$ cat config.mk
export PLATFORM = sky130hd
export DESIGN_NAME = axil_sevseg_mux
export DESIGN_NICKNAME = d
export VERILOG_FILES = /design/src/rtl/sevseg_pkg.sv /design/src/rtl/sevseg_scan.sv /design/src/rtl/axil_sevseg_mux.sv
export SDC_FILE = /design/constraint.sdc
export NUM_CORES = 1
export LEC_CHECK = 0
export ABC_AREA = 1
export ABC_CLOCK_PERIOD_IN_PS = 1670
export CAP_MARGIN = 10
export CORE_ASPECT_RATIO = 2
export CORE_MARGIN = 5
export CORE_UTILIZATION = 51
export CTS_CLUSTER_DIAMETER = 150
export DETAILED_ROUTE_END_ITERATION = 10
export GPL_ROUTABILITY_DRIVEN = 0
export HOLD_SLACK_MARGIN = 0.03
export PLACE_DENSITY_LB_ADDON = 0.05
export RECOVER_POWER = 50
export SKIP_LAST_GASP = 1
export SYNTH_ARGS = -nofsm -noshare
export SYNTH_HDL_FRONTEND = slang
export SYNTH_HIERARCHICAL = 1
export SYNTH_SLANG_ARGS = --single-unit
$ cat constraint.sdc
create_clock -name clk -period 1.67 [get_ports clk]
set_input_delay 0.2505 -clock clk [delete_from_list [all_inputs] [get_ports clk]]
set_output_delay 0.2505 -clock clk [all_outputs]
set_load 0.01 [all_outputs]
$ cat src/rtl/sevseg_pkg.sv
// Shared types and helpers for the AXI-lite seven-segment multiplexer.
// Holds the hex decode table, the blank pattern and the bus FSM states.
package sevseg_pkg;

  localparam logic [6:0] SEG_BLANK = 7'b1111111;

  typedef enum logic {
    W_IDLE,
    W_RESP
  } wr_state_e;

  typedef enum logic {
    R_IDLE,
    R_DATA
  } rd_state_e;

  // Segment order is a..g from MSB to LSB; a 0 lights the segment.
  function automatic logic [6:0] hex2seg(input logic [3:0] hex);
    logic [6:0] seg;
    case (hex)
      4'h0: seg = 7'b0000001;
      4'h1: seg = 7'b1001111;
      4'h2: seg = 7'b0010010;
      4'h3: seg = 7'b0000110;
      4'h4: seg = 7'b1001100;
      4'h5: seg = 7'b0100100;
      4'h6: seg = 7'b0100000;
      4'h7: seg = 7'b0001111;
      4'h8: seg = 7'b0000000;
      4'h9: seg = 7'b0000100;
      4'hA: seg = 7'b0001000;
      4'hB: seg = 7'b1100000;
      4'hC: seg = 7'b0110001;
      4'hD: seg = 7'b1000010;
      4'hE: seg = 7'b0110000;
      4'hF: seg = 7'b0111000;
      default: seg = SEG_BLANK;
    endcase
    return seg;
  endfunction

endpackage

$ cat src/rtl/sevseg_scan.sv
// Display scanner: refresh counter, digit rotation, anode select and decode.
// Outputs are registered one cycle behind the scan index.
module sevseg_scan
  import sevseg_pkg::*;
#(
  parameter int NUM_DIGITS  = 4,
  parameter int REFRESH_DIV = 50000
) (
  input  logic                    clk_i,
  input  logic                    rst_i,
  input  logic [NUM_DIGITS*4-1:0] digits_i,
  input  logic [NUM_DIGITS-1:0]   lit_mask_i,
  output logic [6:0]              sev_seg_o,
  output logic [NUM_DIGITS-1:0]   anode_o
);

  localparam int CW = $clog2(REFRESH_DIV);
  localparam int IW = $clog2(NUM_DIGITS);
  localparam logic [CW-1:0] CNT_MAX = CW'(REFRESH_DIV - 1);
  localparam logic [IW-1:0] IDX_MAX = IW'(NUM_DIGITS - 1);

  logic [CW-1:0]         cnt_q, cnt_d;
  logic [IW-1:0]         idx_q, idx_d;
  logic [NUM_DIGITS-1:0] anode_q, anode_d;
  logic [6:0]            seg_q, seg_d;
  logic [3:0]            digit_sel;
  logic                  lit;
  logic                  cnt_wrap;

  assign cnt_wrap = (cnt_q == CNT_MAX);

  always_comb begin
    cnt_d = cnt_wrap ? '0 : cnt_q + 1'b1;
    idx_d = idx_q;
    if (cnt_wrap) begin
      idx_d = (idx_q == IDX_MAX) ? '0 : idx_q + 1'b1;
    end
  end

  // A masked-off digit keeps its time slot but drives nothing.
  always_comb begin
    digit_sel = '0;
    lit       = 1'b0;
    anode_d   = '1;
    for (int i = 0; i < NUM_DIGITS; i++) begin
      if (idx_q == IW'(i)) begin
        digit_sel = digits_i[i*4 +: 4];
        lit       = lit_mask_i[i];
        if (lit_mask_i[i]) begin
          anode_d[i] = 1'b0;
        end
      end
    end
    seg_d = lit ? hex2seg(digit_sel) : SEG_BLANK;
  end

  always_ff @(posedge clk_i) begin
    if (!rst_i) begin
      cnt_q   <= '0;
      idx_q   <= '0;
      anode_q <= '1;
      seg_q   <= SEG_BLANK;
    end else begin
      cnt_q   <= cnt_d;
      idx_q   <= idx_d;
      anode_q <= anode_d;
      seg_q   <= seg_d;
    end
  end

  assign sev_seg_o = seg_q;
  assign anode_o   = anode_q;

endmodule

$ cat src/rtl/axil_sevseg_mux.sv
// AXI-lite-style slave storing one hex nibble per digit, multiplexed onto a display.
// Define SEVSEG_BLANK_EN to add a per-digit enable mask at address NUM_DIGITS.
module axil_sevseg_mux
  import sevseg_pkg::*;
#(
  parameter int NUM_DIGITS  = 4,
  parameter int ADDR_W      = 3,
  parameter int REFRESH_DIV = 50000
) (
  input  logic                  clk,
  input  logic                  rst,
  input  logic                  aw_valid,
  output logic                  aw_ready,
  input  logic [ADDR_W-1:0]     aw_addr,
  input  logic                  w_valid,
  output logic                  w_ready,
  input  logic [3:0]            w_data,
  output logic                  b_valid,
  input  logic                  b_ready,
  input  logic                  ar_valid,
  output logic                  ar_ready,
  input  logic [ADDR_W-1:0]     ar_addr,
  output logic                  r_valid,
  input  logic                  r_ready,
  output logic [3:0]            r_data,
  output logic [6:0]            sev_seg,
  output logic [NUM_DIGITS-1:0] anode
);

  wr_state_e               wr_state_q;
  rd_state_e               rd_state_q;
  logic                    aw_ready_q, w_ready_q, b_valid_q;
  logic                    ar_ready_q, r_valid_q;
  logic [3:0]              r_data_q;
  logic [ADDR_W-1:0]       awaddr_q;
  logic [3:0]              wdata_q;
  logic [NUM_DIGITS*4-1:0] digits_q;
  logic [NUM_DIGITS-1:0]   lit_mask;

  logic                    aw_hs, w_hs, wr_commit;
  logic [ADDR_W-1:0]       wr_addr;
  logic [3:0]              wr_data;
  logic [3:0]              rd_lookup;

`ifdef SEVSEG_BLANK_EN
  localparam int MW = (NUM_DIGITS < 4) ? NUM_DIGITS : 4;
  localparam logic [ADDR_W-1:0] MASK_ADDR = ADDR_W'(NUM_DIGITS);
  logic [NUM_DIGITS-1:0] mask_q;
  assign lit_mask = mask_q;
`else
  assign lit_mask = '1;
`endif

  assign aw_hs = aw_valid && aw_ready_q;
  assign w_hs  = w_valid && w_ready_q;

  // A channel whose ready is already low was captured earlier in W_IDLE.
  assign wr_addr   = aw_ready_q ? aw_addr : awaddr_q;
  assign wr_data   = w_ready_q ? w_data : wdata_q;
  assign wr_commit = (wr_state_q == W_IDLE) && (aw_hs || !aw_ready_q) && (w_hs || !w_ready_q);

  always_ff @(posedge clk) begin
    if (!rst) begin
      wr_state_q <= W_IDLE;
      aw_ready_q <= 1'b1;
      w_ready_q  <= 1'b1;
      b_valid_q  <= 1'b0;
      awaddr_q   <= '0;
      wdata_q    <= '0;
      digits_q   <= '0;
`ifdef SEVSEG_BLANK_EN
      mask_q     <= '1;
`endif
    end else begin
      case (wr_state_q)
        W_IDLE: begin
          if (aw_hs) begin
            aw_ready_q <= 1'b0;
            awaddr_q   <= aw_addr;
          end
          if (w_hs) begin
            w_ready_q <= 1'b0;
            wdata_q   <= w_data;
          end
          if (wr_commit) begin
            for (int i = 0; i < NUM_DIGITS; i++) begin
              if (wr_addr == ADDR_W'(i)) begin
                digits_q[i*4 +: 4] <= wr_data;
              end
            end
`ifdef SEVSEG_BLANK_EN
            if (wr_addr == MASK_ADDR) begin
              mask_q[MW-1:0] <= wr_data[MW-1:0];
            end
`endif
            aw_ready_q <= 1'b0;
            w_ready_q  <= 1'b0;
            b_valid_q  <= 1'b1;
            wr_state_q <= W_RESP;
          end
        end
        W_RESP: begin
          if (b_ready) begin
            b_valid_q  <= 1'b0;
            aw_ready_q <= 1'b1;
            w_ready_q  <= 1'b1;
            wr_state_q <= W_IDLE;
          end
        end
        default: wr_state_q <= W_IDLE;
      endcase
    end
  end

  // Reads sample the registers before any same-edge write lands.
  always_comb begin
    rd_lookup = '0;
    for (int i = 0; i < NUM_DIGITS; i++) begin
      if (ar_addr == ADDR_W'(i)) begin
        rd_lookup = digits_q[i*4 +: 4];
      end
    end
`ifdef SEVSEG_BLANK_EN
    if (ar_addr == MASK_ADDR) begin
      rd_lookup = 4'(mask_q);
    end
`endif
  end

  always_ff @(posedge clk) begin
    if (!rst) begin
      rd_state_q <= R_IDLE;
      ar_ready_q <= 1'b1;
      r_valid_q  <= 1'b0;
      r_data_q   <= '0;
    end else begin
      case (rd_state_q)
        R_IDLE: begin
          if (ar_valid && ar_ready_q) begin
            ar_ready_q <= 1'b0;
            r_valid_q  <= 1'b1;
            r_data_q   <= rd_lookup;
            rd_state_q <= R_DATA;
          end
        end
        R_DATA: begin
          if (r_ready) begin
            r_valid_q  <= 1'b0;
            ar_ready_q <= 1'b1;
            rd_state_q <= R_IDLE;
          end
        end
        default: rd_state_q <= R_IDLE;
      endcase
    end
  end

  assign aw_ready = aw_ready_q;
  assign w_ready  = w_ready_q;
  assign b_valid  = b_valid_q;
  assign ar_ready = ar_ready_q;
  assign r_valid  = r_valid_q;
  assign r_data   = r_data_q;

  sevseg_scan #(
    .NUM_DIGITS (NUM_DIGITS),
    .REFRESH_DIV(REFRESH_DIV)
  ) u_scan (
    .clk_i     (clk),
    .rst_i     (rst),
    .digits_i  (digits_q),
    .lit_mask_i(lit_mask),
    .sev_seg_o (sev_seg),
    .anode_o   (anode)
  );

endmodule

After elaboration in Yosys (flattened, before gate mapping) --
Memory sizes are Yosys's and may differ from the RTL's. A register that Yosys moved wholly into a read port is not among the register bits. Cells that the tools add are included.
Operators by class: bitwise logic cells 3, mux-type cells 41, add/subtract/negate cells 2, equal/unequal tests 16, reductions and logical operators 26
Operators by type and width (number):
- two-way mux 4 bit | 9
- two-way mux 1 bit | 23
- adder 16 x 1 -> 16 bit, second input constant | 1
- == test 16 bit, second input constant | 1
- AND reduction 2 bit | 8
- one-hot mux 1 bit (2 select lines) | 7
- == test 3 x 2 -> 1 bit, second input constant | 4
- AND reduction 3 bit | 4
- != test 2 bit, second input constant | 4
- == test 3 x 1 -> 1 bit, second input constant | 2
- zero test 3 bit | 2
- != test 3 bit, second input constant | 2
- logical AND 1 bit | 5
- == test 2 bit, second input constant | 2
- zero test 1 bit | 3
- two-way mux 3 bit | 1
- inverter 1 bit | 3
- adder 2 x 1 -> 2 bit, second input constant | 1
- == test 2 x 1 -> 1 bit, second input constant | 1
- zero test 2 bit | 1
- logical OR 1 bit | 2
- two-way mux 2 bit | 1
- OR reduction 2 bit | 1
Word-level totals: memory bits (read-only) 112, output and inout port bits 20, memories kept 1, register bits 56, word-level logic and storage cells 106, input port bits 17
Memories:
- (name not given) | depth 16, width 7, rd ports 1, clocked after Yosys merged registers in 1, write ports 0, RTL line sevseg_pkg.sv:20 | case (hex)

Logic depth before layout (Yosys ltp) --
depth in word-level cells 7, depth in mapped cells 12, mapped depth without buffers 12

By module --
Netlist, hierarchy kept.
Modules (own cells, without submodules):
- sevseg_scan | times used 1, seq. area each 580.6 sq um, cells an instance 242, area each 1712.9 sq um
- axil_sevseg_mux | times used 1, seq. area each 680.7 sq um, cells an instance 235, area each 1640.3 sq um

Worst setup path before layout --
No wires, ideal clock.
path type register to register, start register u_scan.idx_q[0], end register u_scan.seg_q[2], in the netlist u_scan/sev_seg_o[2], required time 1.556 ns, slack -0.108 ns, cell stages (with the launch flop) 12, period minus slack after synthesis 1.778 ns, arrival time 1.664 ns, setup time 0.114 ns, buffers on the path 0, path through dfxtp_1 -> inv_1 -> ha_1 -> inv_2 -> nor2_1 -> nor2_1 -> a21boi_0 -> ha_1 -> nand3_1 -> nor2_1 -> nor2_1 -> nand2_1
On the way: word-level cells in the longest chain between the ends 7, elaborated cells on any way between the ends 14, those cells by class eq/ne: 3; mux: 8; reduce/logical: 3
Ends and longest elaborated chain:
- from (decl) | RTL line sevseg_scan.sv:23 | logic [IW-1:0] idx_q, idx_d;
- from (signal assigned) | RTL line sevseg_scan.sv:65 | idx_q <= idx_d;
- zero test 2 bit | RTL line sevseg_scan.sv:46 | if (idx_q == IW'(i)) begin
- two-way mux 1 bit (4 in series) | RTL line sevseg_scan.sv:46
- AND reduction 2 bit (no source line)
- zero test 1 bit (no source line)
- to (decl) | RTL line sevseg_scan.sv:25 | logic [6:0] seg_q, seg_d;
Several ways; a longest one is shown, not always the timed one. A chain may end at the register's enable or synchronous reset.

Worst setup path after layout --
start register u_scan.idx_q[1], end register u_scan.seg_q[5], in the netlist u_scan/sev_seg_o[5]
The elaborated chain is that of the path after synthesis.

==> flow_summary.toml <==
[status]
violations = "setup timing"
status = "finished, violations left"

[timing]
fmax_mhz = 597
fin_crit_ns = 1.68
slew_viol_final = 0
relSlewSlack_pct = 64.8
rsz0062_at_grt = "yes"
hold_violations = 0
setup-tns-final_ns = -0.0109
setup_viol = 2
worst_slack_ns = -0.00574
min_period_over_period_pct = 100
finClkSkew_ns = 0.00616
tightest_slew_ns = 0.523

[synth]
synth_area_um2 = 3350
ys_seq_elements = 63
yosysSeqAreaShare_pct = 37.6
syn_avg_cell_area_um2 = 7.03
synthCells = 477
yosysWarnings = 6
synth_cell_types = 41

[critical_path]
r2r_slack_ns = -0.006
cp_top_family = "simple AND/OR/NAND/NOR gates"
crit_required_ns = 1.89
critPathSlowestCell = "dfxtp_4"
worst-path-max-fanout = 5
startpoint = "u_scan/idx_q[1]"
critPathBufInv = 2
end_kind = "flip-flop"
worst_ep_arrival_time_ns = 1.90
max_stage_delay_ns = 0.36
cp_common_cell = "nand2_1"
path_cells = "inv_4 > ha_4 > inv_2 > nand2_1 > nand3_2 > nand2_2 > o21ai_4 > ha_1 > nand2_1 > nor2_1 > nor2_1 > nand2_1"
crit_path_start_kind = "flip-flop"
r2r_start = "u_scan/idx_q[1]"
path_class = "reg -> reg"

[die]
die_width_um = 67.3
start_util_pct = 52.7
pin_count = 37
core_area_um2 = 6360
rows = 41
die_area_um2 = 8390
die_h_um = 125

[route]
num_vias = 3218
drt_wl_total_um = 8020
drc = 0
postRouteAntennaNets = 0
wl_per_cell_um = 12.6
drt_iter0_markers = 155
dr.pass1.iters = 4
viasPerCell = 5.05

[power]
leakage_nw = 1.92
vdd_drop_max_v = 0.000771
p_per_area_nw_per_um2 = 959
finalPower_mw = 4.29

[clocking]
hold_buffers = 0
h-tree-depth = 3
clock_latency_ns = 0.33
cts_sinks = 63
clock_path_buffers = 2
clk_pin_slew_ns = 0.05
numCtsBuffers = 9
cts_tree = "done"
root_buffer = "clkbuf_16"

[placed_design]
place_area_um2 = 3980
hpwl_um = 6060
io_buffers = 36
dp.cells = 618

[grt]
grt_start_max_net_pins = 27
grt_antenna_before_repair = 0
grt.overflow.total = 0
grt_pass1_wl_um = 13400
grt_pass1_vias = 3112
track_usage_pct = 20.4

[finish]
area_growth_pct = 33.5
diodes = 0
layout_commonest_cell = "nand2_1"
utilization_pct = 70.4
fin_cells = 637
layout_common_cells = "104 x nand2_1, 69 x nor2_1, 59 x dfxtp_1"
layout-drive-gt1-share_pct = 21.8
nNetsFinal = 574
fin_area_um2 = 4480

[hold_path]
hp-class = "reg -> reg"
hp-start = "awaddr_q[2]"

[job]
maxCapViolCount = 0
## area by class of cell
class | instances | area, um^2
Sequential cell | 63 | 1270
Fill cell | 567 | 1880
Clock buffer | 9 | 225
Inverter | 53 | 216
Timing Repair Buffer | 59 | 546
Multi-Input combinational cell | 360 | 2010
Clock inverter | 7 | 97.6
Tap cell | 86 | 108
## metrics by stage
| stage | setup slack, ns | hold WS, ns |
|---|---|---|
| after floorplan | 0.0142 | 0.354 |
| after global placement | -0.120 | 0.436 |
| after detailed placement | -0.200 | 0.445 |
| after CTS | 0.00123 | 0.454 |
| after global routing | -0.121 | 0.487 |
| final | -0.00574 | 0.451 |
## routing by layer
metal  global-route usage (%)  vias up  wire length (um)
met3                     3.70       28               300
li1                         -     1663                 -
met4                     13.5        0               363
met5                        0        -                 0
met1                     19.2     1448              2840
met2                     37.5       79              4510
## Yosys cell counts, drive strengths merged
cell    number  area [um^2]
a21oi       25          133
nor2        84          353
buf          5         51.3
or2          2         12.5
nand3       58          308
xor2         4         35.0
nand2      121          504
inv         51          196
o21ai       24          131
nor3         9         82.6
o31ai        1         7.51
clkinv       2         12.5
dfxtp       63         1260
clkbuf       3         22.5
nand4        8         50.1
xnor2        1         8.76
conb         1         3.75
a32oi        1         8.76
ha          11          138
a21boi       3         33.8
## kinds of logic after synthesis
kind of cell    synth area share [%]
simple gates                    39.1
flops                           37.6
buf+inv                         8.43
compound gates                  9.37
fa+ha+maj                       4.10
xor+xnor                        1.31
other cells                    0.112
## registers in the layout (all words and copies together) (netlist names)
signal,count
rd_state_q,1
ar_ready,1
r_data,4
awaddr_q,3
digits_q,16
b_valid,1
u_scan/anode_o,4
w_ready,1
u_scan/cnt_q,16
aw_ready,1
r_valid,1
wr_state_q,1
u_scan/sev_seg_o,7
u_scan/idx_q,2
wdata_q,4
## where the power goes
part | internal [mW] | switching (mW) | total, mW
clock network | 1.31 | 0.697 | 2.00
logic | 0.262 | 0.371 | 0.633
registers | 1.59 | 0.0694 | 1.66
## worst paths after layout
| kind | to | cells after the start |
|---|---|---|
| setup / recovery | u_scan/sev_seg_o[5] | 12 |
| hold / removal | awaddr_q[2] | 2 |
| setup reg to reg | u_scan/sev_seg_o[5] | 12 |
| hold reg to reg | awaddr_q[2] | 2 |
## worst min-delay path, delay by kind of cell, from the launching register on
kind	cells	cell delay (ns)
flip-flops	1	0.29
buffers and inverters	1	0.06
AO/OA/AOI/OAI	1	0.05
## repair_timing
action / in CTS / in global routing
setup buffers: 0 / 2
pin swaps: 5 / 9
gates resized for setup: 25 / 15
setup endpoints to repair: 9 / 9
cloned: 0 / 1
No activity file was read; power rests on OpenSTA's default activity.
